$ cat src/rtl/clk_div_prog_if.sv
// Control/status bundle for the programmable clock divider: run request,
// config load, divided output and the strobes derived from it.
`timescale 1ns/1ps
interface clk_div_prog_if #(
  parameter int P_CNT_W = 16
);
  logic               en;
  logic               cfg_load;
  logic [P_CNT_W-1:0] cfg_div;
  logic [P_CNT_W-1:0] cfg_high;
  logic               clk_div;
  logic               rise;
  logic               fall;
  logic               period_end;
  logic               cfg_pending;
  logic               active;

  modport master (
    output en, cfg_load, cfg_div, cfg_high,
    input  clk_div, rise, fall, period_end, cfg_pending, active
  );

  modport slave (
    input  en, cfg_load, cfg_div, cfg_high,
    output clk_div, rise, fall, period_end, cfg_pending, active
  );
endinterface

$ cat src/rtl/clk_div_prog.sv
// Runtime-programmable divider: period N >= 2, high time H in 0..N, with
// rise/fall/period-end strobes and config changes only at period boundaries.
`timescale 1ns/1ps
module clk_div_prog #(
  parameter int P_CNT_W        = 16,
  parameter int P_DIV_DEFAULT  = 2,
  parameter int P_HIGH_DEFAULT = 1,
  parameter int P_EN_DEFAULT   = 1
) (
  input  logic          i_clk,
  input  logic          i_rst,
  clk_div_prog_if.slave ctrl
);
  localparam logic [P_CNT_W-1:0] ONE       = P_CNT_W'(1);
  localparam logic [P_CNT_W-1:0] TWO       = P_CNT_W'(2);
  localparam logic [P_CNT_W-1:0] DIV_RST   = P_CNT_W'(P_DIV_DEFAULT);
  localparam logic [P_CNT_W-1:0] HIGH_RST  = P_CNT_W'(P_HIGH_DEFAULT);
  localparam logic               START_RST = (P_EN_DEFAULT != 0);

  typedef enum logic {ST_IDLE, ST_RUN} state_t;

  state_t             state_reg, state_next;
  logic [P_CNT_W-1:0] cnt_reg, cnt_next;
  logic [P_CNT_W-1:0] div_reg, div_next;
  logic [P_CNT_W-1:0] high_reg, high_next;
  logic [P_CNT_W-1:0] shadow_div_reg, shadow_div_next;
  logic [P_CNT_W-1:0] shadow_high_reg, shadow_high_next;
  logic               pending_reg, pending_next;
  logic               start_reg;
  logic               clk_div_reg, clk_div_next;
  logic               rise_reg, rise_next;
  logic               fall_reg, fall_next;
  logic               period_end_reg, period_end_next;
  logic [P_CNT_W-1:0] load_div, load_high;
  logic               at_end, apply_cfg;

  // Clamp at capture so the active config is always a legal N/H pair.
  always_comb begin
    load_div  = (ctrl.cfg_div < TWO) ? TWO : ctrl.cfg_div;
    load_high = (ctrl.cfg_high > load_div) ? load_div : ctrl.cfg_high;
  end

  assign at_end    = (state_reg == ST_RUN) && (cnt_reg == div_reg - ONE);
  // A load in the boundary cycle itself waits for the following boundary.
  assign apply_cfg = pending_reg && !ctrl.cfg_load &&
                     ((state_reg == ST_IDLE) || at_end);

  always_comb begin
    div_next         = div_reg;
    high_next        = high_reg;
    shadow_div_next  = shadow_div_reg;
    shadow_high_next = shadow_high_reg;
    pending_next     = pending_reg;
    if (apply_cfg) begin
      div_next     = shadow_div_reg;
      high_next    = shadow_high_reg;
      pending_next = 1'b0;
    end
    if (ctrl.cfg_load) begin
      shadow_div_next  = load_div;
      shadow_high_next = load_high;
      pending_next     = 1'b1;
    end
  end

  always_comb begin
    state_next = state_reg;
    cnt_next   = '0;
    case (state_reg)
      ST_IDLE: begin
        if (start_reg && ctrl.en) state_next = ST_RUN;
      end
      ST_RUN: begin
        if (at_end) begin
          if (!ctrl.en) state_next = ST_IDLE;
        end else begin
          cnt_next = cnt_reg + ONE;
        end
      end
      default: state_next = ST_IDLE;
    endcase
  end

  // Outputs are computed from the next count/config so they line up with cnt.
  always_comb begin
    clk_div_next    = 1'b0;
    rise_next       = 1'b0;
    fall_next       = 1'b0;
    period_end_next = 1'b0;
    if (state_next == ST_RUN) begin
      clk_div_next    = (cnt_next < high_next);
      rise_next       = (cnt_next == '0) && (high_next != '0) && !clk_div_reg;
      fall_next       = (cnt_next == high_next) && (high_next != '0) &&
                        (high_next < div_next);
      period_end_next = (cnt_next == div_next - ONE);
    end
  end

  always_ff @(posedge i_clk or posedge i_rst) begin
    if (i_rst) begin
      state_reg       <= ST_IDLE;
      cnt_reg         <= '0;
      div_reg         <= DIV_RST;
      high_reg        <= HIGH_RST;
      shadow_div_reg  <= DIV_RST;
      shadow_high_reg <= HIGH_RST;
      pending_reg     <= 1'b0;
      start_reg       <= START_RST;
      clk_div_reg     <= 1'b0;
      rise_reg        <= 1'b0;
      fall_reg        <= 1'b0;
      period_end_reg  <= 1'b0;
    end else begin
      state_reg       <= state_next;
      cnt_reg         <= cnt_next;
      div_reg         <= div_next;
      high_reg        <= high_next;
      shadow_div_reg  <= shadow_div_next;
      shadow_high_reg <= shadow_high_next;
      pending_reg     <= pending_next;
      start_reg       <= ctrl.en;
      clk_div_reg     <= clk_div_next;
      rise_reg        <= rise_next;
      fall_reg        <= fall_next;
      period_end_reg  <= period_end_next;
    end
  end

  assign ctrl.clk_div     = clk_div_reg;
  assign ctrl.rise        = rise_reg;
  assign ctrl.fall        = fall_reg;
  assign ctrl.period_end  = period_end_reg;
  assign ctrl.cfg_pending = pending_reg;
  assign ctrl.active      = (state_reg == ST_RUN);
endmodule

$ cat src/flat_wrapper.sv
// flat-port wrapper written by rule: the top's interface ports become plain ports
module clk_div_prog_flat 
#(
  parameter int P_CNT_W        = 16,
  parameter int P_DIV_DEFAULT  = 2,
  parameter int P_HIGH_DEFAULT = 1,
  parameter int P_EN_DEFAULT   = 1
)
  (i_clk, i_rst, ctrl_en, ctrl_cfg_load, ctrl_cfg_div, ctrl_cfg_high, ctrl_clk_div, ctrl_rise, ctrl_fall, ctrl_period_end, ctrl_cfg_pending, ctrl_active);
  clk_div_prog_if #(.P_CNT_W(P_CNT_W)) ctrl_i ();
  input  logic i_clk;
  input  logic i_rst;
  input wire logic [$bits(ctrl_i.en)-1:0] ctrl_en;
  input wire logic [$bits(ctrl_i.cfg_load)-1:0] ctrl_cfg_load;
  input wire logic [$bits(ctrl_i.cfg_div)-1:0] ctrl_cfg_div;
  input wire logic [$bits(ctrl_i.cfg_high)-1:0] ctrl_cfg_high;
  output wire logic [$bits(ctrl_i.clk_div)-1:0] ctrl_clk_div;
  output wire logic [$bits(ctrl_i.rise)-1:0] ctrl_rise;
  output wire logic [$bits(ctrl_i.fall)-1:0] ctrl_fall;
  output wire logic [$bits(ctrl_i.period_end)-1:0] ctrl_period_end;
  output wire logic [$bits(ctrl_i.cfg_pending)-1:0] ctrl_cfg_pending;
  output wire logic [$bits(ctrl_i.active)-1:0] ctrl_active;
  assign ctrl_i.en = ctrl_en;
  assign ctrl_i.cfg_load = ctrl_cfg_load;
  assign ctrl_i.cfg_div = ctrl_cfg_div;
  assign ctrl_i.cfg_high = ctrl_cfg_high;
  assign ctrl_clk_div = ctrl_i.clk_div;
  assign ctrl_rise = ctrl_i.rise;
  assign ctrl_fall = ctrl_i.fall;
  assign ctrl_period_end = ctrl_i.period_end;
  assign ctrl_cfg_pending = ctrl_i.cfg_pending;
  assign ctrl_active = ctrl_i.active;
  clk_div_prog #(.P_CNT_W(P_CNT_W), .P_DIV_DEFAULT(P_DIV_DEFAULT), .P_HIGH_DEFAULT(P_HIGH_DEFAULT), .P_EN_DEFAULT(P_EN_DEFAULT)) u_core (.i_clk(i_clk), .i_rst(i_rst), .ctrl(ctrl_i));
endmodule
$ cat config.mk
export PLATFORM = sky130hd
export DESIGN_NAME = clk_div_prog_flat
export DESIGN_NICKNAME = d
export VERILOG_FILES = /design/src/rtl/clk_div_prog_if.sv /design/src/rtl/clk_div_prog.sv /design/src/flat_wrapper.sv
export SDC_FILE = /design/constraint.sdc
export NUM_CORES = 1
export LEC_CHECK = 0
export BUFFER_PORTS_ARGS = -buffer_cell sky130_fd_sc_hd__buf_2
export CORE_MARGIN = 10
export CORE_UTILIZATION = 40
export CTS_BUF_LIST = sky130_fd_sc_hd__clkbuf_4 sky130_fd_sc_hd__clkbuf_8
export CTS_CLUSTER_DIAMETER = 40
export CTS_CLUSTER_SIZE = 24
export DETAILED_ROUTE_END_ITERATION = 16
export GPL_TIMING_DRIVEN = 0
export PLACE_DENSITY_LB_ADDON = 0.25
export SLEW_MARGIN = 20
export SYNTH_ARGS = -nofsm -noshare
export SYNTH_HDL_FRONTEND = slang
export SYNTH_SLANG_ARGS = --single-unit
$ cat constraint.sdc
create_clock -name i_clk -period 7.5 [get_ports i_clk]
set_input_delay 0.75 -clock i_clk [delete_from_list [all_inputs] [get_ports i_clk]]
set_output_delay 0.75 -clock i_clk [all_outputs]
set_load 0.02 [all_outputs]
==> results.ini <==
[cells_and_area]
fin_util=0.4596
fin_area_um2=7039
final_nets=834
area_growth_syn_to_layout_pct=11.52
fill_cells=1510
drive_gt1_frac=0.1474
instances_no_fill=964
diodes=0

[setup_path]
cp.depth=23
cp_max_fo=10
crit_family=simple AND/OR/NAND/NOR gates
crit_path_top_delay_cell=or4_4
required_ns=7.74
cp_cell_sequence=inv_1 -> ha_1 -> nor4b_4 -> nand4_1 -> xnor2_1 -> or4_4 -> o41a_1 -> buf_6 -> nor2_2 -> buf_2 -> buf_2 -> clkbuf_2 -> nor2_1 -> a21oi_1 -> ha_1 -> clkbuf_1 -> nand2_1 -> or2_2 -> nor3_1 -> a21oi_1 -> or3_1 -> a32o_1 -> a2111oi_2
cp-start-kind=register
arrival_ns=7.31
critPathKind=register to register
path_buf_inv=6
cp-end-kind=register
cpPeakStageDelay_ns=0.53
r2r.worst_path.cells=23

[sta]
fin_crit_ns=7.074
hold_violations=0
fmax_ghz=0.1414
slew_viol_final=0
setup_viol=0
tightest_slew_ns=0.7729
fin_crit_sh=0.9432
rsz0062_at_grt=false
setup_ws_ns=0.4261
setup_tns_ns=0
max_slew_margin=0.4791
skew_ns=0.01329

[route]
drtAntennaViolNets=0
routed_wire_length_per_instance_um=19.87
first_iter_violations=427
num_vias=5409
wl_mm=19.16
via_per_inst=5.611
drc=0
dr.pass1.iters=5

[global_routing]
grt.overflow.total=0
track_usage=0.1794
antenna_found_initial=0
grt_max_degree=57
grt_pass1_vias=5522
grt_pass1_wl_mm=30.24

[synthesis]
synth_edf_count=0
yosysTopAreaCell=dfrtp_1
syn_nets=782
synth_seq_cells=87
yosysTopAreaCellShare=0.3251
avgSynthCellArea_um2=9.069
yosys_warnings=0
ys_async_sr_fraction=1.000
yosys-top-cells-area=dfrtp_1, ha_1, mux2i_1, xnor2_1, inv_1
synthesis.area_um2=6312
yosys.cell_types.count=70
yosysSeqAreaShare=0.3459
postSynthCellCount=696
synthFlopType=dfrtp_1

[place]
place_ws_ns=-0.03443
numPortBuffers=40
dp_hpwl_mm=15.50
place_area_um2=6807
dp.cells=948
routabilityCongestion=0.9926

[power_and_ir_drop]
ir_worst_vdd_mv=0.1241
p_leak_nw=3.311
power_density_nw_per_um2=331.1

[floorplan]
die_h_um=145.6
ios=42
die_x_um=145.6
core_area_um2=15310
start_util=0.4122
rows=45
die-area_um2=21210

[clock_tree]
cts.sinks=87
hold_buffers=0
cts_tree=yes
h-tree-depth=3
clk_path_buf_depth=2
cts_root_buf=clkbuf_8
post_cts_buffers=0
clk_pin_slew_ns=0.09
clk-insertion-delay-late_ns=0.38
numCtsBuffers=9

[job]
drv_cap=0

[min_path]
hold_path.class=input pin to async pin

[run_status]
status=finished clean

-- worst paths after layout --
kind                                    startpoint                        to  slack (ns)
worst max-delay path             u_core.div_reg[0]    u_core.ctrl.period_end        0.43
worst min-delay path                         i_rst        u_core.ctrl.active        0.38
worst max register to register   u_core.div_reg[0]    u_core.ctrl.period_end        0.43
worst min register to register  u_core.high_reg[0]        u_core.high_reg[0]        0.52
max in group asynchronous                    i_rst  u_core.shadow_div_reg[1]        6.45
min in group i_clk                         ctrl_en          u_core.start_reg        0.49
-- cells in the mapped netlist (4+ instances only) --
master,number
a211oi_1,7
a21o_1,11
a21oi_1,47
a31oi_1,4
and3_1,8
buf_2,9
clkbuf_1,19
dfrtp_1,82
dfstp_2,5
ha_1,50
inv_1,63
mux2_2,18
mux2i_1,51
nand2_1,37
nand2b_1,6
nand3_1,15
nand3b_1,4
nand4_1,14
nor2_1,61
nor2b_1,11
nor3_1,17
nor4_1,7
o21ai_0,23
or2_2,5
or3_1,10
or4_1,7
xnor2_1,29
xor2_1,16
-- cell usage in the layout (no fill, tap or decap), types with 3 or more instances in the layout --
cell,count
dfrtp_1,82
inv_1,62
nor2_1,61
mux2i_1,51
ha_1,50
buf_2,49
a21oi_1,47
nand2_1,37
xnor2_1,29
o21ai_0,23
clkbuf_1,19
mux2_2,18
nor3_1,17
xor2_1,16
nand3_1,15
nand4_1,14
nor2b_1,11
a21o_1,11
or3_1,10
clkbuf_8,9
and3_1,8
nor4_1,7
or4_1,7
a211oi_1,7
nand2b_1,6
or2_2,5
dfstp_2,5
a31oi_1,4
nand3b_1,4
a221o_1,3
and4_1,3
o221ai_1,3
-- final cells by class --
cell class              count  area, um2  share of cell area
inverters                  63      239.0             0.03395
well taps                 211      264.0             0.03750
multi-input cells         513       3754              0.5332
plain buffers              33      155.1             0.02204
clock buffers              10      131.4             0.01866
flip-flops and latches     87       2183              0.3102
repair buffers             41      227.7             0.03235
clock inverters             6      85.08             0.01209
-- logic make-up after synthesis --
group	count (synthesis)	share of synthesized area
flip-flops	87	0.3459
XOR/XNOR	45	0.06244
AND/OR/NAND/NOR	225	0.1915
adder cells (fa/ha/maj)	50	0.09911
multiplexers	69	0.1130
buffers and inverters	96	0.06184
AO/OA/AOI/OAI	124	0.1263
-- where the power goes --
part	internal [mW]	total (mW)	switching, mW	leakage (nW)
clock	0.190	0.363	0.173	0.106
combinational	0.507	1.26	0.757	2.16
sequential	0.597	0.705	0.108	1.04
-- per-layer routing --
metal / GRT usage / part of all wire / vias to the layer above / routed length [um]
met3: 0.03074 / 0.057 / 46 / 1086
met5: 0 / 0 / - / 0
li1: - / - / 2563 / -
met1: 0.2377 / 0.47 / 2601 / 8958
met4: 0.08595 / 0.035 / 0 / 676
met2: 0.2772 / 0.44 / 199 / 8433
-- per-stage QoR --
stage          hold WS [ns]  power (mW)
6_report             0.3822       2.331
3_3_place_gp         0.4982       1.919
4_1_cts              0.3827       2.327
3_5_place_dp         0.5022       1.954
5_1_grt              0.4181       2.525
2_1_floorplan        0.4625       1.598
-- what timing repair did --
action	CTS	global route
gates resized for setup	1	2
setup endpoints to repair	1	1
gates cloned	0	0
Power figures use the tool's default switching activity.
